**config.mk**
```make
export PLATFORM = sky130hd
export DESIGN_NAME = hazard_ctrl
export DESIGN_NICKNAME = d
export VERILOG_FILES = /design/src/rtl/hazard_ctrl.sv
export SDC_FILE = /design/constraint.sdc
export NUM_CORES = 1
export LEC_CHECK = 0
export CAP_MARGIN = 10
export CORE_MARGIN = 3
export CORE_UTILIZATION = 39
export DETAILED_ROUTE_END_ITERATION = 10
export GPL_ROUTABILITY_DRIVEN = 0
export PLACE_DENSITY = 0.72
export SLEW_MARGIN = 20
export SYNTH_ARGS = -nofsm -noshare
export SYNTH_HDL_FRONTEND = slang
export SYNTH_SLANG_ARGS = --single-unit
```
**constraint.sdc**
```tcl
create_clock -name clk -period 5.3 [get_ports clk]
set_clock_uncertainty 0.1 [all_clocks]
set_input_delay 1.06 -clock clk [delete_from_list [all_inputs] [get_ports clk]]
set_output_delay 1.06 -clock clk [all_outputs]
set_load 0.03 [all_outputs]
```
**src/rtl/hazard_ctrl.sv**
```systemverilog
// hazard_ctrl: pipeline enable/flush sequencing for load-use, redirect, mul/div and memory wait
module hazard_ctrl #(
    parameter int MULDIV_LAT  = 4,
    parameter int STALL_CNT_W = 16
) (
    input  logic                   clk,
    input  logic                   reset,
    input  logic [4:0]             id_rs1,
    input  logic [4:0]             id_rs2,
    input  logic                   id_use_rs1,
    input  logic                   id_use_rs2,
    input  logic                   ex_memread,
    input  logic [4:0]             ex_rd,
    input  logic                   ex_branch_taken,
    input  logic                   ex_muldiv,
    input  logic                   mem_busy,
    output logic                   pc_en,
    output logic                   if_id_en,
    output logic                   id_ex_en,
    output logic                   ex_mem_en,
    output logic                   mem_wb_en,
    output logic                   if_id_flush,
    output logic                   id_ex_flush,
    output logic                   ex_mem_flush,
    output logic                   muldiv_done,
    output logic [STALL_CNT_W-1:0] stall_cycles
);
    typedef enum logic {RUN, MD_BUSY} state_t;
    localparam logic [3:0] LOAD = 4'(MULDIV_LAT - 2);
    state_t     state, state_n;
    logic [3:0] cnt, cnt_n;
    logic       md_stall, load_use;
    assign md_stall = (state == RUN && ex_muldiv) || (state == MD_BUSY && cnt != 4'd0);
    assign load_use = ex_memread && ex_rd != 5'd0 &&
                      ((id_use_rs1 && id_rs1 == ex_rd) || (id_use_rs2 && id_rs2 == ex_rd));
    // state and mul/div countdown register; reset abandons any op in flight
    always_ff @(posedge clk or posedge reset) begin
        if (reset) begin
            state <= RUN;
            cnt   <= 4'd0;
        end else begin
            state <= state_n;
            cnt   <= cnt_n;
        end
    end
    // next state: everything holds while memory is busy
    always_comb begin
        state_n = state;
        cnt_n   = cnt;
        if (!mem_busy) begin
            if (state == RUN && ex_muldiv) begin
                state_n = MD_BUSY;
                cnt_n   = LOAD;
            end else if (state == MD_BUSY) begin
                state_n = cnt != 4'd0 ? MD_BUSY : RUN;
                cnt_n   = cnt != 4'd0 ? cnt - 4'd1 : cnt;
            end
        end
    end
    // enables and flushes by condition priority
    always_comb begin
        pc_en        = 1'b1;
        if_id_en     = 1'b1;
        id_ex_en     = 1'b1;
        ex_mem_en    = 1'b1;
        mem_wb_en    = 1'b1;
        if_id_flush  = 1'b0;
        id_ex_flush  = 1'b0;
        ex_mem_flush = 1'b0;
        muldiv_done  = !reset && !mem_busy && state == MD_BUSY && cnt == 4'd0;
        if (reset || mem_busy) begin
            pc_en     = 1'b0;
            if_id_en  = 1'b0;
            id_ex_en  = 1'b0;
            ex_mem_en = 1'b0;
            mem_wb_en = 1'b0;
        end else if (md_stall) begin
            pc_en        = 1'b0;
            if_id_en     = 1'b0;
            id_ex_en     = 1'b0;
            ex_mem_flush = 1'b1;
        end else if (ex_branch_taken) begin
            if_id_flush = 1'b1;
            id_ex_flush = 1'b1;
        end else if (load_use) begin
            pc_en       = 1'b0;
            if_id_en    = 1'b0;
            id_ex_flush = 1'b1;
        end
    end
    // saturating count of frontend stall cycles
    always_ff @(posedge clk or posedge reset) begin
        if (reset)
            stall_cycles <= '0;
        else if (!pc_en && stall_cycles != '1)
            stall_cycles <= stall_cycles + 1'b1;
    end
endmodule

```
==> flow_metrics.py <==
metrics = {
    "global_route": {
        "grt_pass1_wl_um": 4720,
        "grt_util_all_layers_pct": 14.8,
        "antenna_found_initial": 0,
        "grt_start_max_net_pins": 22,
        "grt_overflow": 0,
        "grt_pass1_vias": 1065,
    },
    "timing": {
        "relSlewSlack_pct": 47.3,
        "setup_tns_ps": 0,
        "period_share_pct": 83.8,
        "period_needed_ps": 4440,
        "worst_pin_slew_ps": 790,
        "timing.fmax_mhz": 225,
        "hold_violations": 0,
        "setup_viol": 0,
        "maxSlewViolCount": 0,
        "rsz0062_at_grt": "false",
    },
    "synth": {
        "yosysMostFrequentCell": "dfrtp_1",
        "yosysWarnings": 0,
        "synth_adder_area_share_pct": 2.97,
        "synth-xor-area-share_pct": 17.3,
        "synth-edff-count": 0,
        "synth.area.top_cells": "dfrtp_1 (42%), xnor2_1 (9.7%), xor2_1 (7.6%)",
        "synth.ff_latch_count": 21,
        "synthTopCellsByCount": "dfrtp_1 (21), xnor2_1 (14), nor2_1 (13)",
        "synth.net_count": 160,
        "synth.yosys.seq_area_share_pct": 41.6,
        "yosys.area_share.simple_pct": 22.9,
        "yosysTopAreaCellShare_pct": 41.6,
        "synth_flop_cell": "dfrtp_1",
        "ys_types": 34,
        "syn_inst": 134,
        "synth_top_family_by_area": "simple AND/OR/NAND/NOR gates",
        "yosys.area.top_type": "dfrtp_1",
        "syn_avg_cell_area_um2": 9.42,
        "netlist_area_um2": 1260,
        "synth_compound_area_share_pct": 8.52,
        "synth.area.mux_share_pct": 1.78,
        "async_reset_ff_share_pct": 100,
    },
    "layout": {
        "multiInputGateArea_um2": 676,
        "diodes": 0,
        "final_nets": 209,
        "syn_to_final_growth_pct": 41.7,
        "register_area_um2": 526,
        "fillers": 287,
        "drive_gt1_share_pct": 7.14,
    },
    "critical_path": {
        "cp.arrival_ps": 3280,
        "worstPathRequired_ps": 4140,
        "crit_type": "input port to primary output",
        "end_kind": "primary output",
        "start_kind": "input port",
        "path_max_fanout": 5,
    },
    "power": {
        "finalPower_uw": 730,
        "peakVddDrop_mv": 0.162,
        "total_leakage_power_uw": 0.000709,
        "powerDensity_nw_per_um2": 408,
    },
    "clock_tree": {
        "cts-resized-gates": 0,
        "htreeDepth": 1,
        "clock_sinks": 21,
        "insertion_delay_ps": 300,
        "postCtsSetupRepairBufs": 0,
        "cts_tree": "done",
        "cts-root-buf": "clkbuf_4",
        "cts_buffer_depth": 2,
        "numCtsBuffers": 3,
        "cts_hold_buf": 0,
        "cts.reportedPaths.clkPinSlew_ps": 110,
    },
    "floorplan": {
        "ioPinCount": 48,
        "fp.dieH_um": 62.9,
        "fp.coreArea_um2": 3080,
        "placementRows": 20,
        "die_area_um2": 3960,
        "die_w_um": 62.9,
        "start_util_pct": 41.0,
    },
    "hold_path": {
        "hp-class": "flop to flop",
    },
    "place": {
        "port_buffers": 47,
        "hpwl_um": 2270,
    },
    "detailed_routing": {
        "num_vias": 1095,
        "drtPass1Iterations": 4,
        "routed_wl_um": 2810,
        "wl_per_cell_um": 12.5,
        "drtIter0Drc": 25,
        "drc": 0,
        "antenna_left": 0,
        "vias_per_cell": 4.85,
    },
    "status": {
        "status": "finished clean",
    },
    "flow_run": {
        "maxCapViolations": 0,
    },
}
==> flip-flops by register name, summed over array words and instances, names as in the netlist <==
| name | flops |
|---|---|
| stall_cycles | 16 |
| cnt | 4 |
| state | 1 |
==> where the power goes <==
| part | internal, µW | switching, µW | total (µW) |
|---|---|---|---|
| Clock | 28.1 | 48.9 | 77.0 |
| Combinational | 167 | 209 | 376 |
| Sequential | 217 | 60.8 | 278 |
==> logic make-up after synthesis <==
family / count (synthesis)
AOI/OAI and AO/OA: 13
xor gates and xnor gates: 25
adders and majority gates: 3
buffers and inverters: 12
DFF: 21
muxes: 2
and+or+nand+nor: 58
==> final cells by class <==
type                       instances  share of cell area (%)
clock buffer                       3                    1.26
multi-input combinational        101                    37.8
tap                               44                    3.08
clock inverter                     1                   0.280
timing repair buffer              47                    26.3
sequential                        21                    29.4
inverter                           9                    1.96
==> worst paths after layout <==
path,startpoint,endpoint,slack (ps),cells after the start
max in group asynchronous,reset,stall_cycles[5]$_DFFE_PP0P_,3450,2
max reg2reg,cnt[0]$_DFFE_PP0P_,stall_cycles[1]$_DFFE_PP0P_,2900,7
min in group asynchronous,reset,state$_DFFE_PP0N_,1150,2
min reg2reg,stall_cycles[8]$_DFFE_PP0P_,stall_cycles[8]$_DFFE_PP0P_,430,1
max,ex_rd[1],pc_en,860,6
min,stall_cycles[8]$_DFFE_PP0P_,stall_cycles[8]$_DFFE_PP0P_,430,1
==> stage by stage <==
| stage | area (µm²) | worst slack [ps] | utilization [%] | instances | hold WS, ps |
|---|---|---|---|---|---|
| 2_1_floorplan | 1260 | 1640 | - | 134 | 400 |
| 3_5_place_dp | 1760 | 844 | 57.2 | 222 | 409 |
| 3_3_place_gp | 1760 | 907 | 57.2 | 222 | 404 |
| 4_1_cts | 1790 | 835 | 58.1 | 226 | 427 |
| 6_report | 1790 | 859 | 58.1 | 226 | 430 |
| 5_1_grt | 1790 | 739 | 58.1 | 226 | 447 |
==> metal layers <==
metal  up-vias  track usage (%)  share of wire, %
met2        38             25.7                51
met4         0             4.96               1.0
li1        549                -                 -
met1       506             17.7                41
met5         -                0                 0
met3         2             3.60               7.3
==> worst max-delay path, cell delays in order <==
cell and delay, ps:
clkdlybuf4s50_1 480, or4_4 570, o21ai_2 140, nor2_1 70
a21oi_2 240, clkdlybuf4s50_1 720
==> layout by cell type, fill, tap and decap left out, types with 2 or more instances in the layout <==
master,count
clkdlybuf4s50_1,47
dfrtp_1,21
xnor2_1,14
nor2_1,13
nand2_1,11
xor2_1,11
nor3_1,10
inv_1,8
nand3_1,7
nand4_1,4
nand2b_1,3
ha_1,3
clkbuf_4,3
nor2b_1,2
a21oi_2,2
nor4_1,2
clkinv_2,2
and3_1,2
mux2_1,2
Power figures use the tool's default switching activity.
==> edit 1 (config.mk and constraints unchanged) <==
`STALL_CNT_W`: 16 -> 32.
--- a/src/rtl/hazard_ctrl.sv
+++ b/src/rtl/hazard_ctrl.sv
@@ -1,7 +1,7 @@
 // hazard_ctrl: pipeline enable/flush sequencing for load-use, redirect, mul/div and memory wait
 module hazard_ctrl #(
     parameter int MULDIV_LAT  = 4,
-    parameter int STALL_CNT_W = 16
+    parameter int STALL_CNT_W = 32
 ) (
     input  logic                   clk,
     input  logic                   reset,
Interface: changed (resized stall_cycles); port bits go from 48 to 64. The function was not compared with the original's and may differ.
==> edit 1 against the unedited design <==
Worst hold slack lost 0.040 ns. Setup slack lost 0.095 ns. Total power grew 47%. Register-to-register slack lost 0.28 ns. Area after synthesis grew 63%. Sequential cell count grew 16. Routed wire length grew 56%. Final area grew 59%. Count of clock-buffer cells in the layout grew 2. Sequential share of layout area grew 3.2 points. Critical path depth is the same. First-iteration DRC count grew to 2.6 times the old value.
==> edit 1: results (changes against the unedited design) <==
- Run status: completed
- XOR/XNOR Fraction of Synth Area: 18.3% (+0.95 points)
- Sequential cell area fraction in the yosys report: 45.0% (+3.4 points)
- Reported leakage power: 1.14 nW (+60%)
- Synth area leaders: sky130_fd_sc_hd__dfrtp_1, sky130_fd_sc_hd__xor2_1, sky130_fd_sc_hd__xnor2_1
- Tot GR Track Use: 15.2% (+0.43 points)
- Clock insertion delay at the later pin of the skew report: 0.28 ns (-0.02 ns)
- Signal buffers share of area: 22.7% (-3.6 points)
- Pre-CTS setup slack: 0.749 ns (-0.0951 ns)
- Total CTS buffers: 5 (+2)
- Wire length of the first global-routing pass: 7510 um (+59%)
- Met1 GRT Util: 18.5% (+0.78 points)
- Net count of the finished layout: 294 (+41%)
- Mux contribution to synthesized area: 0.547% (-1.2 points)
- Worst-case vdd ir drop: 0.000168 V (+3.6%)
- Synth unique cells: 37 (+8.8%)
- Synth Area in Compound Gates: 3.89% (-4.6 points)
- Largest registers: stall_cycles (32), cnt (4), state (1)
- Clock root buffer: sky130_fd_sc_hd__clkbuf_8
- Maximum level of the CTS H-tree: 2 (+1)
- Overall power of the completed layout: 1.07 mW (+47%)
- Routed length on met3: 289 um (+41%)
- Post-route met1 wirelength: 1890 um (+65%)
- Largest net degree at the start of global routing: 38 (+73%)
- First-iteration detailed-routing DRC count: 65 (+160%)
- Adder-cell share of the synthesized area: 1.82% (-1.1 points)
- Register clock-pin slew on the reported worst setup and hold paths: 0.08 ns (-0.03 ns)
- Maximum net fanout on the critical path: 10 (+5)
- Via count of the first global-routing pass: 1634 (+53%)
- Fillers: 458 (+60%)
- Inst Count DP: 328 (+48%)
- Seq cells post-synth: 37 (+76%)
[edit 1: worst paths after layout]
kind / from / to / slack (ns) / cells after the start
min reg2reg: stall_cycles[27]$_DFFE_PP0P_ / stall_cycles[27]$_DFFE_PP0P_ / 0.39 / 1
min: stall_cycles[27]$_DFFE_PP0P_ / stall_cycles[27]$_DFFE_PP0P_ / 0.39 / 1
max: ex_rd[1] / pc_en / 0.76 / 6
min in group asynchronous: reset / cnt[2]$_DFFE_PP0P_ / 1.13 / 3
max in group asynchronous: reset / stall_cycles[2]$_DFFE_PP0P_ / 3.65 / 3
max reg2reg: cnt[0]$_DFFE_PP0P_ / stall_cycles[1]$_DFFE_PP0P_ / 2.62 / 9
[edit 1: logic make-up after synthesis]
group | Yosys count
AO/OA/AOI/OAI | 9
buffers and inverters | 14
XOR/XNOR | 43
flip-flops | 37
adder cells (fa/ha/maj) | 3
AND/OR/NAND/NOR | 96
multiplexers | 1
==> edit 2 (config.mk and constraints unchanged) <==
Without the edit above. Make the reset (`reset`) synchronous in 2 clocked blocks.
--- a/src/rtl/hazard_ctrl.sv
+++ b/src/rtl/hazard_ctrl.sv
@@ -34,7 +34,7 @@
     assign load_use = ex_memread && ex_rd != 5'd0 &&
                       ((id_use_rs1 && id_rs1 == ex_rd) || (id_use_rs2 && id_rs2 == ex_rd));
     // state and mul/div countdown register; reset abandons any op in flight
-    always_ff @(posedge clk or posedge reset) begin
+    always_ff @(posedge clk) begin
         if (reset) begin
             state <= RUN;
             cnt   <= 4'd0;
@@ -89,7 +89,7 @@
         end
     end
     // saturating count of frontend stall cycles
-    always_ff @(posedge clk or posedge reset) begin
+    always_ff @(posedge clk) begin
         if (reset)
             stall_cycles <= '0;
         else if (!pc_en && stall_cycles != '1)
Behaviour: differs if reset is asserted again (counterexample within 4 cycles, from zero or initial values and one cycle with reset high); with reset held inactive, the same outputs for 10 cycles.
==> edit 2 against the unedited design <==
First-iteration DRC count up 130%. Count of clock-buffer cells in the layout rose by 1. Final area grew 0.77%. Critical path depth down 1. Area after synthesis grew 3.5%. Routed wire length grew 24%. Sequential cell count unchanged. Fmax up 0.29%. Setup slack gained 0.013 ns. Critical path type unchanged. Largest cell class unchanged. Highest routed layer unchanged.
Power is not compared: it rests on default switching activity, and its combinational part moved more than twofold at a synthesized area within 25%.
==> edit 2: results (changes against the unedited design) <==
- Average detailed-routed wire length per instance: 14.2 um (+14%)
- Tot GR Track Use: 16.9% (+2.1 points)
- Worst min-delay path endpoint: cnt[1]$_SDFFE_PP0P_
- Post-route met1 wirelength: 1430 um (+25%)
- Largest net degree at the start of global routing: 26 (+18%)
- Net count of the finished layout: 229 (+9.6%)
- Detailed-routed wire length on met2: 1780 um (+24%)
- Met2 usage: 31.6% (+5.9 points)
- Sequential cell area fraction in the yosys report: 32.2% (-9.4 points)
- Slew Limit Headroom: 70.3% (+23 points)
- Share of post-route cells with drive strength above 1: 5.94% (-1.2 points)
- R2R setup slack: 2.81 ns (-0.09 ns)
- Highest cell delay on the worst timing path: 0.67 ns (-0.05 ns)
- Data arrival time of the worst path: 3.27 ns (about the same)
- Share of flip-flops with an asynchronous set or reset after synthesis: 0% (-100 points)
- Startpoint of the lowest-slack hold path: cnt[1]$_SDFFE_PP0P_
- Maximum net fanout on the critical path: 4 (-1)
- Cell depth of the worst flop-to-flop path: 8 (+1)
- Routed length on met3: 267 um (+30%)
- Synth unique cells: 38 (+12%)
- Estimated wirelength of the detail-placed design: 2720 um (+20%)
- Wire length of the first global-routing pass: 5680 um (+20%)
- Synth area leaders: sky130_fd_sc_hd__dfxtp_1, sky130_fd_sc_hd__xor2_1, sky130_fd_sc_hd__a21oi_1
- Top post-synthesis cells by count: sky130_fd_sc_hd__dfxtp_1, sky130_fd_sc_hd__nor2_1, sky130_fd_sc_hd__a21oi_1, sky130_fd_sc_hd__or3_1, sky130_fd_sc_hd__xor2_1
- Run status: completed
- Number of flip-flops in the largest register: 16 (unchanged)
- Capture instance of the worst register-to-register path: stall_cycles[15]$_SDFFE_PP0P_
- Vias: 1339 (+22%)
[edit 2: changes by cell type after synthesis, sizes merged, moves of 10 or more]
cell,before,now
nor3,10,0
a21oi,3,14
dfrtp,21,0
xnor2,14,4
or3,0,10
dfxtp,0,21
[edit 2: through the flow]
stage          cell area, sq um  worst slack [ns]  cells  util (%)
6_report                   1800             0.872    246      57.6
3_3_place_gp               1780             0.925    242      56.8
3_5_place_dp               1780             0.880    242      56.8
5_1_grt                    1800             0.767    246      57.6
2_1_floorplan              1310              1.61    156         -
4_1_cts                    1800             0.867    246      57.6
[edit 2: layout make-up]
type	instances	area [sq um]
Fill cell	287	1330
Multi-Input combinational cell	123	801
Timing Repair Buffer	48	478
Sequential cell	21	420
Tap cell	44	55.1
Clock buffer	4	26.3
Inverter	6	22.5
[edit 2: cells by family (layout without fill, tap and decap cells)]
| logic type | after synthesis | in the layout | share of synthesized area (%) |
|---|---|---|---|
| xor+xnor | 14 | 14 | 9.39 |
| mux | 4 | 4 | 3.35 |
| simple gates | 68 | 68 | 27.9 |
| buf+inv | 12 | 58 | 6.51 |
| fa+ha+maj | 3 | 3 | 2.87 |
| compound gates | 34 | 34 | 17.8 |
| flops | 21 | 21 | 32.2 |
[edit 2: how the worst max path moves through the flow]
stage / end / cells past startpoint / from
3_3_place_gp: if_id_en / 5 / ex_rd[1]
3_5_place_dp: pc_en / 5 / ex_rd[1]
4_1_cts: pc_en / 5 / ex_rd[1]
5_1_grt: pc_en / 5 / ex_rd[1]
2_1_floorplan: pc_en / 4 / ex_muldiv
6_report: if_id_en / 5 / ex_rd[1]
